--- src/rtl/pipeline_ctrl.sv ---
// Pipeline hazard/redirect controller: front-end fetch tracking (FETCH/FKILL),
// back-end stall, load-use interlock and branch redirect, plus event counters.
module pipeline_ctrl (
    input  logic        clk,
    input  logic        rst,
    input  logic        imem_resp_i,
    input  logic        dmem_req_i,
    input  logic        dmem_resp_i,
    input  logic        ex_redirect_i,
    input  logic [31:0] redirect_target_i,
    input  logic        ex_memread_i,
    input  logic [4:0]  ex_rd_i,
    input  logic [4:0]  id_rs1_i,
    input  logic [4:0]  id_rs2_i,
    output logic        imem_read_o,
    output logic        pc_load_o,
    output logic        pc_sel_o,
    output logic [31:0] pc_target_o,
    output logic        if_id_load_o,
    output logic        if_id_flush_o,
    output logic        id_ex_load_o,
    output logic        id_ex_flush_o,
    output logic        ex_mem_load_o,
    output logic        mem_wb_load_o,
    output logic [31:0] stall_cnt_o,
    output logic [15:0] flush_cnt_o
);

    typedef enum logic {
        FETCH = 1'b0,
        FKILL = 1'b1
    } fe_state_t;

    fe_state_t   state, state_nxt;
    logic [31:0] pend_target, pend_target_nxt;
    logic        redirect_acc;
    logic        back_stall;
    logic        load_use;

    function automatic logic [31:0] sat_inc32(input logic [31:0] v);
        return (v == 32'hFFFF_FFFF) ? v : v + 32'd1;
    endfunction

    function automatic logic [15:0] sat_inc16(input logic [15:0] v);
        return (v == 16'hFFFF) ? v : v + 16'd1;
    endfunction

    assign back_stall  = dmem_req_i & ~dmem_resp_i;
    assign load_use    = ex_memread_i & (ex_rd_i != 5'd0) &
                         ((ex_rd_i == id_rs1_i) | (ex_rd_i == id_rs2_i));
    assign imem_read_o = ~rst;
    assign pc_target_o = (state == FKILL) ? pend_target : redirect_target_i;

    always_comb begin
        pc_load_o       = 1'b0;
        pc_sel_o        = 1'b0;
        if_id_load_o    = 1'b0;
        if_id_flush_o   = 1'b0;
        id_ex_load_o    = 1'b0;
        id_ex_flush_o   = 1'b0;
        ex_mem_load_o   = 1'b0;
        mem_wb_load_o   = 1'b0;
        state_nxt       = state;
        pend_target_nxt = pend_target;
        redirect_acc    = 1'b0;

        if (rst) begin
            state_nxt = FETCH;
        end else if (back_stall) begin
            // Whole pipe frozen; a redirect in EX simply reasserts next cycle.
            state_nxt = state;
        end else if (state == FKILL) begin
            // Wrong-path fetch still outstanding: discard it when it returns.
            if_id_flush_o = 1'b1;
            id_ex_load_o  = 1'b1;
            ex_mem_load_o = 1'b1;
            mem_wb_load_o = 1'b1;
            if (ex_redirect_i) begin
                pend_target_nxt = redirect_target_i;
                redirect_acc    = 1'b1;
            end
            if (imem_resp_i) begin
                pc_load_o = 1'b1;
                pc_sel_o  = 1'b1;
                state_nxt = FETCH;
            end
        end else if (ex_redirect_i) begin
            if_id_flush_o = 1'b1;
            id_ex_flush_o = 1'b1;
            ex_mem_load_o = 1'b1;
            mem_wb_load_o = 1'b1;
            redirect_acc  = 1'b1;
            if (imem_resp_i) begin
                pc_load_o = 1'b1;
                pc_sel_o  = 1'b1;
            end else begin
                pend_target_nxt = redirect_target_i;
                state_nxt       = FKILL;
            end
        end else if (load_use) begin
            id_ex_flush_o = 1'b1;
            ex_mem_load_o = 1'b1;
            mem_wb_load_o = 1'b1;
        end else if (!imem_resp_i) begin
            if_id_flush_o = 1'b1;
            id_ex_load_o  = 1'b1;
            ex_mem_load_o = 1'b1;
            mem_wb_load_o = 1'b1;
        end else begin
            pc_load_o     = 1'b1;
            if_id_load_o  = 1'b1;
            id_ex_load_o  = 1'b1;
            ex_mem_load_o = 1'b1;
            mem_wb_load_o = 1'b1;
        end
    end

    always_ff @(posedge clk) begin
        if (rst) begin
            state       <= FETCH;
            pend_target <= 32'd0;
            stall_cnt_o <= 32'd0;
            flush_cnt_o <= 16'd0;
        end else begin
            state       <= state_nxt;
            pend_target <= pend_target_nxt;
            if (!pc_load_o)
                stall_cnt_o <= sat_inc32(stall_cnt_o);
            if (redirect_acc)
                flush_cnt_o <= sat_inc16(flush_cnt_o);
        end
    end

endmodule

--- config.mk ---
export PLATFORM = sky130hd
export DESIGN_NAME = pipeline_ctrl
export DESIGN_NICKNAME = d
export VERILOG_FILES = /design/src/rtl/pipeline_ctrl.sv
export SDC_FILE = /design/constraint.sdc
export NUM_CORES = 1
export LEC_CHECK = 0
export ABC_AREA = 1
export CAP_MARGIN = 20
export CORE_MARGIN = 2
export CORE_UTILIZATION = 40
export DETAILED_ROUTE_END_ITERATION = 12
export PLACE_DENSITY = 0.77
export SLEW_MARGIN = 20
export SYNTH_ARGS = -nofsm -noshare
export SYNTH_HDL_FRONTEND = slang
export SYNTH_SLANG_ARGS = --single-unit
export TNS_END_PERCENT = 1
--- constraint.sdc ---
create_clock -name clk -period 2.1 [get_ports clk]
set_input_delay 0.315 -clock clk [delete_from_list [all_inputs] [get_ports clk]]
set_output_delay 0.315 -clock clk [all_outputs]
set_load 0.02 [all_outputs]
==> impl_metrics.json, run 1 <==
{
  "yosys-top-cells-area": "dfxtp_1 (34%), nand2_1 (16%), a21oi_1 (8.2%)",
  "die_area_um2": 12800,
  "postCtsSetupBuffers": 0,
  "area_growth_pct": 42.2,
  "cp-end-kind": "primary output",
  "syn_area_um2": 4780,
  "mostFrequentLayoutCells": "nand2_1 (209), inv_1 (89), clkdlybuf4s50_1 (88)",
  "syn_inst": 755,
  "gp_congestion": 0.954,
  "leakage_nw": 2.90,
  "layout.cells.most_common": "nand2_1",
  "clock_latency_ns": 0.35,
  "grt_max_degree": 65,
  "finalSetupViolations": 0,
  "io_pins": 143,
  "met2_wirelength_mm": 6.63,
  "grt_pass1_wl_mm": 22.7,
  "synth_warnings": 0,
  "fmax_ghz": 0.498,
  "grt_usage": 0.218,
  "synth_nets": 811,
  "clock_power_share": 0.434,
  "first_global_vias": 4820,
  "cts_hold_buffers": 0,
  "antenna_found_initial": 0,
  "wl_met1_mm": 6.08,
  "yosys.area.top_type": "dfxtp_1",
  "diodes": 0,
  "syn-mean-instance-area_um2": 6.33,
  "wl_met3_mm": 1.01,
  "cts_buffers": 9,
  "coreArea_um2": 11600,
  "clock-sinks": 81,
  "power_frac_comb": 0.159,
  "drv_cap": 0,
  "status": "complete, no violations",
  "post-route-util": 0.588,
  "yosysTopAreaCellShare": 0.339,
  "final_max_slew_viol_count": 0,
  "hold_viol": 0,
  "cp_data_arrival_time_ns": 1.69,
  "ys_ff_latch": 81,
  "p_int_w": 0.00290,
  "drt_first_iter_violations": 359,
  "p_total_w": 0.00396,
  "drt_wl_total_mm": 14.0,
  "grt.overflow.total": 0,
  "drive_above_1_share": 0.0771,
  "wl_per_cell_um": 13.3,
  "maxSlewHeadroom": 0.634,
  "yosysSeqAreaShare": 0.339,
  "worst_slew_pin_slew_ns": 0.545,
  "fin_skew_ns": 0.00729,
  "clk_pin_slew_worst_paths_ns": 0.06,
  "cts_root_buf": "clkbuf_16",
  "postRouteAntennaNets": 0,
  "critPathMaxFanout": 2,
  "p_per_area_nw_per_um2": 582,
  "hold_class": "register to register",
  "numPortBuffers": 142,
  "vias_per_cell": 5.09,
  "start_kind": "input port",
  "switching_power_w": 0.00105,
  "vdd_drop_max_mv": 0.602,
  "crit_type": "input port to primary output",
  "crit_required_ns": 1.78,
  "vias": 5349,
  "drc": 0,
  "die_h_um": 113,
  "synth.distinct_cells": 32,
  "switching_share": 0.266,
  "rsz0062_at_grt": "false",
  "dr.max_layer_used": "met4",
  "die_x_um": 113,
  "seqPwrFrac": 0.407,
  "cts_max_path_buffers": 2,
  "dp_hpwl_mm": 10.3,
  "cts_tree": "yes",
  "initial_core_util": 0.413,
  "timing.final.crit_share": 0.955,
  "drt_pass1_iterations": 5,
  "h-tree-depth": 3,
  "fin_nets": 959,
  "period_needed_ns": 2.01,
  "core.rowCount": 39
}
==> kinds of logic after synthesis <==
| family | after synthesis | synth area share |
|---|---|---|
| compound gates | 152 | 0.163 |
| xor+xnor | 27 | 0.0495 |
| fa+ha+maj | 2 | 0.00523 |
| buf+inv | 125 | 0.106 |
| flops | 81 | 0.339 |
| simple gates | 368 | 0.337 |
==> flip-flops by register name, summed over array words and instances, names as in the netlist <==
| name | flops |
|---|---|
| stall_cnt_o | 32 |
| state | 1 |
| flush_cnt_o | 16 |
| pend_target | 32 |
==> metrics by stage <==
step | instance area (um2) | hold WS, ns | TNS (ns) | setup WS, ns | cells
2_1_floorplan | 4780 | 0.424 | 0 | 0.121 | 755
3_3_place_gp | 6490 | 0.439 | -11.01 | -0.468 | 1035
3_5_place_dp | 6490 | 0.438 | -11.64 | -0.520 | 1035
4_1_cts | 6760 | 0.447 | -0.532 | -0.188 | 1051
5_1_grt | 6800 | 0.467 | 0 | 0.0163 | 1051
6_report | 6800 | 0.444 | 0 | 0.0938 | 1051
==> cell type report <==
class	count	area, um2
fill	1121	4770
multi-input combinational	549	2680
timing repair buffer	172	1660
sequential	81	1620
inverter	90	338
clock buffer	9	225
tap	143	179
clock inverter	7	93.8
==> metal layers <==
metal | vias up | global-route usage
met2 | 178 | 0.369
met5 | - | 0
met1 | 2434 | 0.261
met3 | 17 | 0.0584
met4 | 0 | 0.0919
li1 | 2720 | -
==> cell usage after synthesis (all sizes together) <==
cell,instances
nand2,213
inv,90
dfxtp,81
a21oi,78
o21ai,71
nor2,64
nand3,45
clkbuf,25
xor2,18
nor3,17
nand3b,13
nand4,12
buf,10
xnor2,9
ha,2
nor4,2
a21boi,1
a221oi,1
and3,1
nor3b,1
o211ai,1
==> power groups by stage <==
| stage | clock network (W) | logic [W] | registers (W) |
|---|---|---|---|
| after floorplan | 0 | 0.000328 | 0.00165 |
| after global placement | 0 | 0.000669 | 0.00164 |
| after detailed placement | 0 | 0.000674 | 0.00165 |
| after CTS | 0.00174 | 0.000634 | 0.00161 |
| after global routing | 0.00180 | 0.000688 | 0.00162 |
| final | 0.00172 | 0.000628 | 0.00161 |
==> timing repair <==
action,4_1_cts,5_1_grt
setup endpoints to repair,40,37
cloned,0,0
pin swaps,0,10
gates resized for setup,51,27
==> worst paths after layout <==
| kind | start | end | slack, ns | cells after the start |
|---|---|---|---|---|
| setup / recovery | id_rs1_i[2] | id_ex_flush_o | 0.09 | 7 |
| hold reg to reg | pend_target[30]$_SDFFE_PP0P_ | pend_target[30]$_SDFFE_PP0P_ | 0.44 | 2 |
| setup reg to reg | stall_cnt_o[9]$_SDFFE_PP0P_ | stall_cnt_o[26]$_SDFFE_PP0P_ | 0.19 | 8 |
| hold / removal | pend_target[30]$_SDFFE_PP0P_ | pend_target[30]$_SDFFE_PP0P_ | 0.44 | 2 |
==> critical path, stage by stage <==
cell             delay, ns
clkdlybuf4s50_1       0.49
xnor2_1               0.12
nand3_1               0.13
a21oi_2               0.23
nor2_2                0.08
nor3_2                0.16
buf_4                 0.16
Power figures use the tool's default switching activity.
==> run 2, diff against run 1 <==
SKIP_LAST_GASP = 1   (was default)
==> impl_metrics.json, run 2 (synthesized netlist as in run 1, its figures left out) <==
{
  "status": "complete, but fails checks",
  "violations": "negative setup slack",
  "mostFrequentLayoutCells": "nand2_1 (209), clkdlybuf4s50_1 (130), inv_1 (89)",
  "core.rowCount": 39,
  "worst_slew_pin_slew_ns": 0.538,
  "antenna_found_initial": 0,
  "dp_hpwl_mm": 10.3,
  "drt_pass1_iterations": 5,
  "first_global_vias": 4817,
  "grt.overflow.total": 0,
  "crit_type": "register to primary output",
  "placed_cells": 1035,
  "maxSlewHeadroom": 0.638,
  "cts_root_buf": "clkbuf_16",
  "p_per_area_nw_per_um2": 588,
  "critPathSlowestCell": "clkdlybuf4s50_1",
  "clock_latency_ns": 0.35,
  "diodes": 0,
  "critPathMaxFanout": 34,
  "start_kind": "register",
  "drive_above_1_share": 0.0716,
  "crit_required_ns": 1.78,
  "die_x_um": 113,
  "io_pins": 143,
  "vias": 5345,
  "grt_usage": 0.218,
  "timing.final.crit_share": 1.06,
  "cpPeakStageDelay_ns": 0.65,
  "cp-end-kind": "primary output",
  "clock-sinks": 81,
  "leakage_nw": 2.77,
  "ff2ff_setup_slack_ns": 0.20,
  "numPortBuffers": 142,
  "drc": 0,
  "fmax_ghz": 0.451,
  "vdd_drop_max_mv": 0.602,
  "initial_core_util": 0.413,
  "fill_cells": 1115,
  "layout.cells.most_common": "nand2_1",
  "setup_tns_ns": -2.22,
  "fin_skew_ns": 0.00694,
  "cts_buffers": 9,
  "drv_cap": 0,
  "cts_max_path_buffers": 2,
  "postRouteAntennaNets": 0,
  "finalSetupViolations": 34,
  "period_needed_ns": 2.22,
  "h-tree-depth": 3,
  "area_growth_pct": 42.2,
  "rsz0062_at_grt": "true",
  "instances_no_fill": 1051,
  "die_h_um": 113,
  "gp_congestion": 0.954,
  "coreArea_um2": 11600,
  "fin_ws_ns": -0.119,
  "fin_nets": 959,
  "vias_per_cell": 5.09,
  "cp_data_arrival_time_ns": 1.90,
  "drt_first_iter_violations": 337,
  "top_regs": "pend_target: 32 flops, stall_cnt_o: 32 flops, flush_cnt_o: 16 flops",
  "clk_pin_slew_worst_paths_ns": 0.06,
  "hold_class": "register to register",
  "final_max_slew_viol_count": 0,
  "cts_hold_buffers": 0,
  "grt_pass1_wl_mm": 22.6,
  "wl_per_cell_um": 13.3,
  "post-route-util": 0.588,
  "cts_tree": "yes",
  "grt_max_degree": 65,
  "die_area_um2": 12800,
  "path_cells": "inv_1 > buf_12 > o21ai_0 > clkdlybuf4s50_1",
  "drt_wl_total_mm": 14.0,
  "hold_viol": 0,
  "postCtsSetupBuffers": 0
}
-- run 2: cell types whose count changed in the layout (fill, tap and decap cells not counted), sizes merged --
cell / change
clkdlybuf4s15: -1
buf: -3
dlymetal6s2s: -8
clkbuf: +2
dlygate4sd2: -32
clkdlybuf4s50: +42
-- run 2: timing repair --
item	4_1_cts	5_1_grt
resized for setup	9	14
setup endpoints to repair	40	71
pin swaps	0	4
-- run 2: worst paths after layout --
check        depth (start not counted)                           end                          from
max                                  4                pc_target_o[9]            state$_SDFFE_PP0N_
min                                  2  pend_target[30]$_SDFFE_PP0P_  pend_target[30]$_SDFFE_PP0P_
max reg2reg                          7  stall_cnt_o[10]$_SDFFE_PP0P_   stall_cnt_o[9]$_SDFFE_PP0P_
min reg2reg                          2  pend_target[30]$_SDFFE_PP0P_  pend_target[30]$_SDFFE_PP0P_
-- run 2: critical path, delay by kind of cell (launching register included) --
| family | cells | cell delay, ns |
|---|---|---|
| buffers and inverters | 3 | 0.96 |
| DFF | 1 | 0.38 |
| AOI/OAI and AO/OA | 1 | 0.20 |
-- run 2: power breakdown --
part	internal, W	switching, W
Sequential	0.00159	0.0000193
Combinational	0.000311	0.000357
Clock	0.00104	0.000675
-- run 2: stage by stage --
step | power [W] | hold WS [ns] | setup slack (ns) | cell area, um2
after floorplan | 0.00198 | 0.424 | 0.121 | 4780
after global placement | 0.00231 | 0.439 | -0.468 | 6490
after detailed placement | 0.00232 | 0.438 | -0.520 | 6490
after CTS | 0.00403 | 0.447 | -0.188 | 6800
after global routing | 0.00414 | 0.467 | -0.212 | 6800
final | 0.00399 | 0.444 | -0.119 | 6800
-- run 2: cell type report --
type	count	area [um2]	area share
clock buffers	9	225	0.0331
clock inverters	7	93.8	0.0138
inverters	90	338	0.0497
multi-input cells	549	2660	0.391
flip-flops and latches	81	1620	0.238
well taps	143	179	0.0263
repair buffers	172	1680	0.247
-- run 2: metal layers --
layer / up-vias / routed length [um] / track usage
li1: 2720 / - / -
met1: 2414 / 5980 / 0.260
met2: 194 / 6640 / 0.368
met3: 17 / 1080 / 0.0600
met4: 0 / 283 / 0.0919
met5: - / 0 / 0
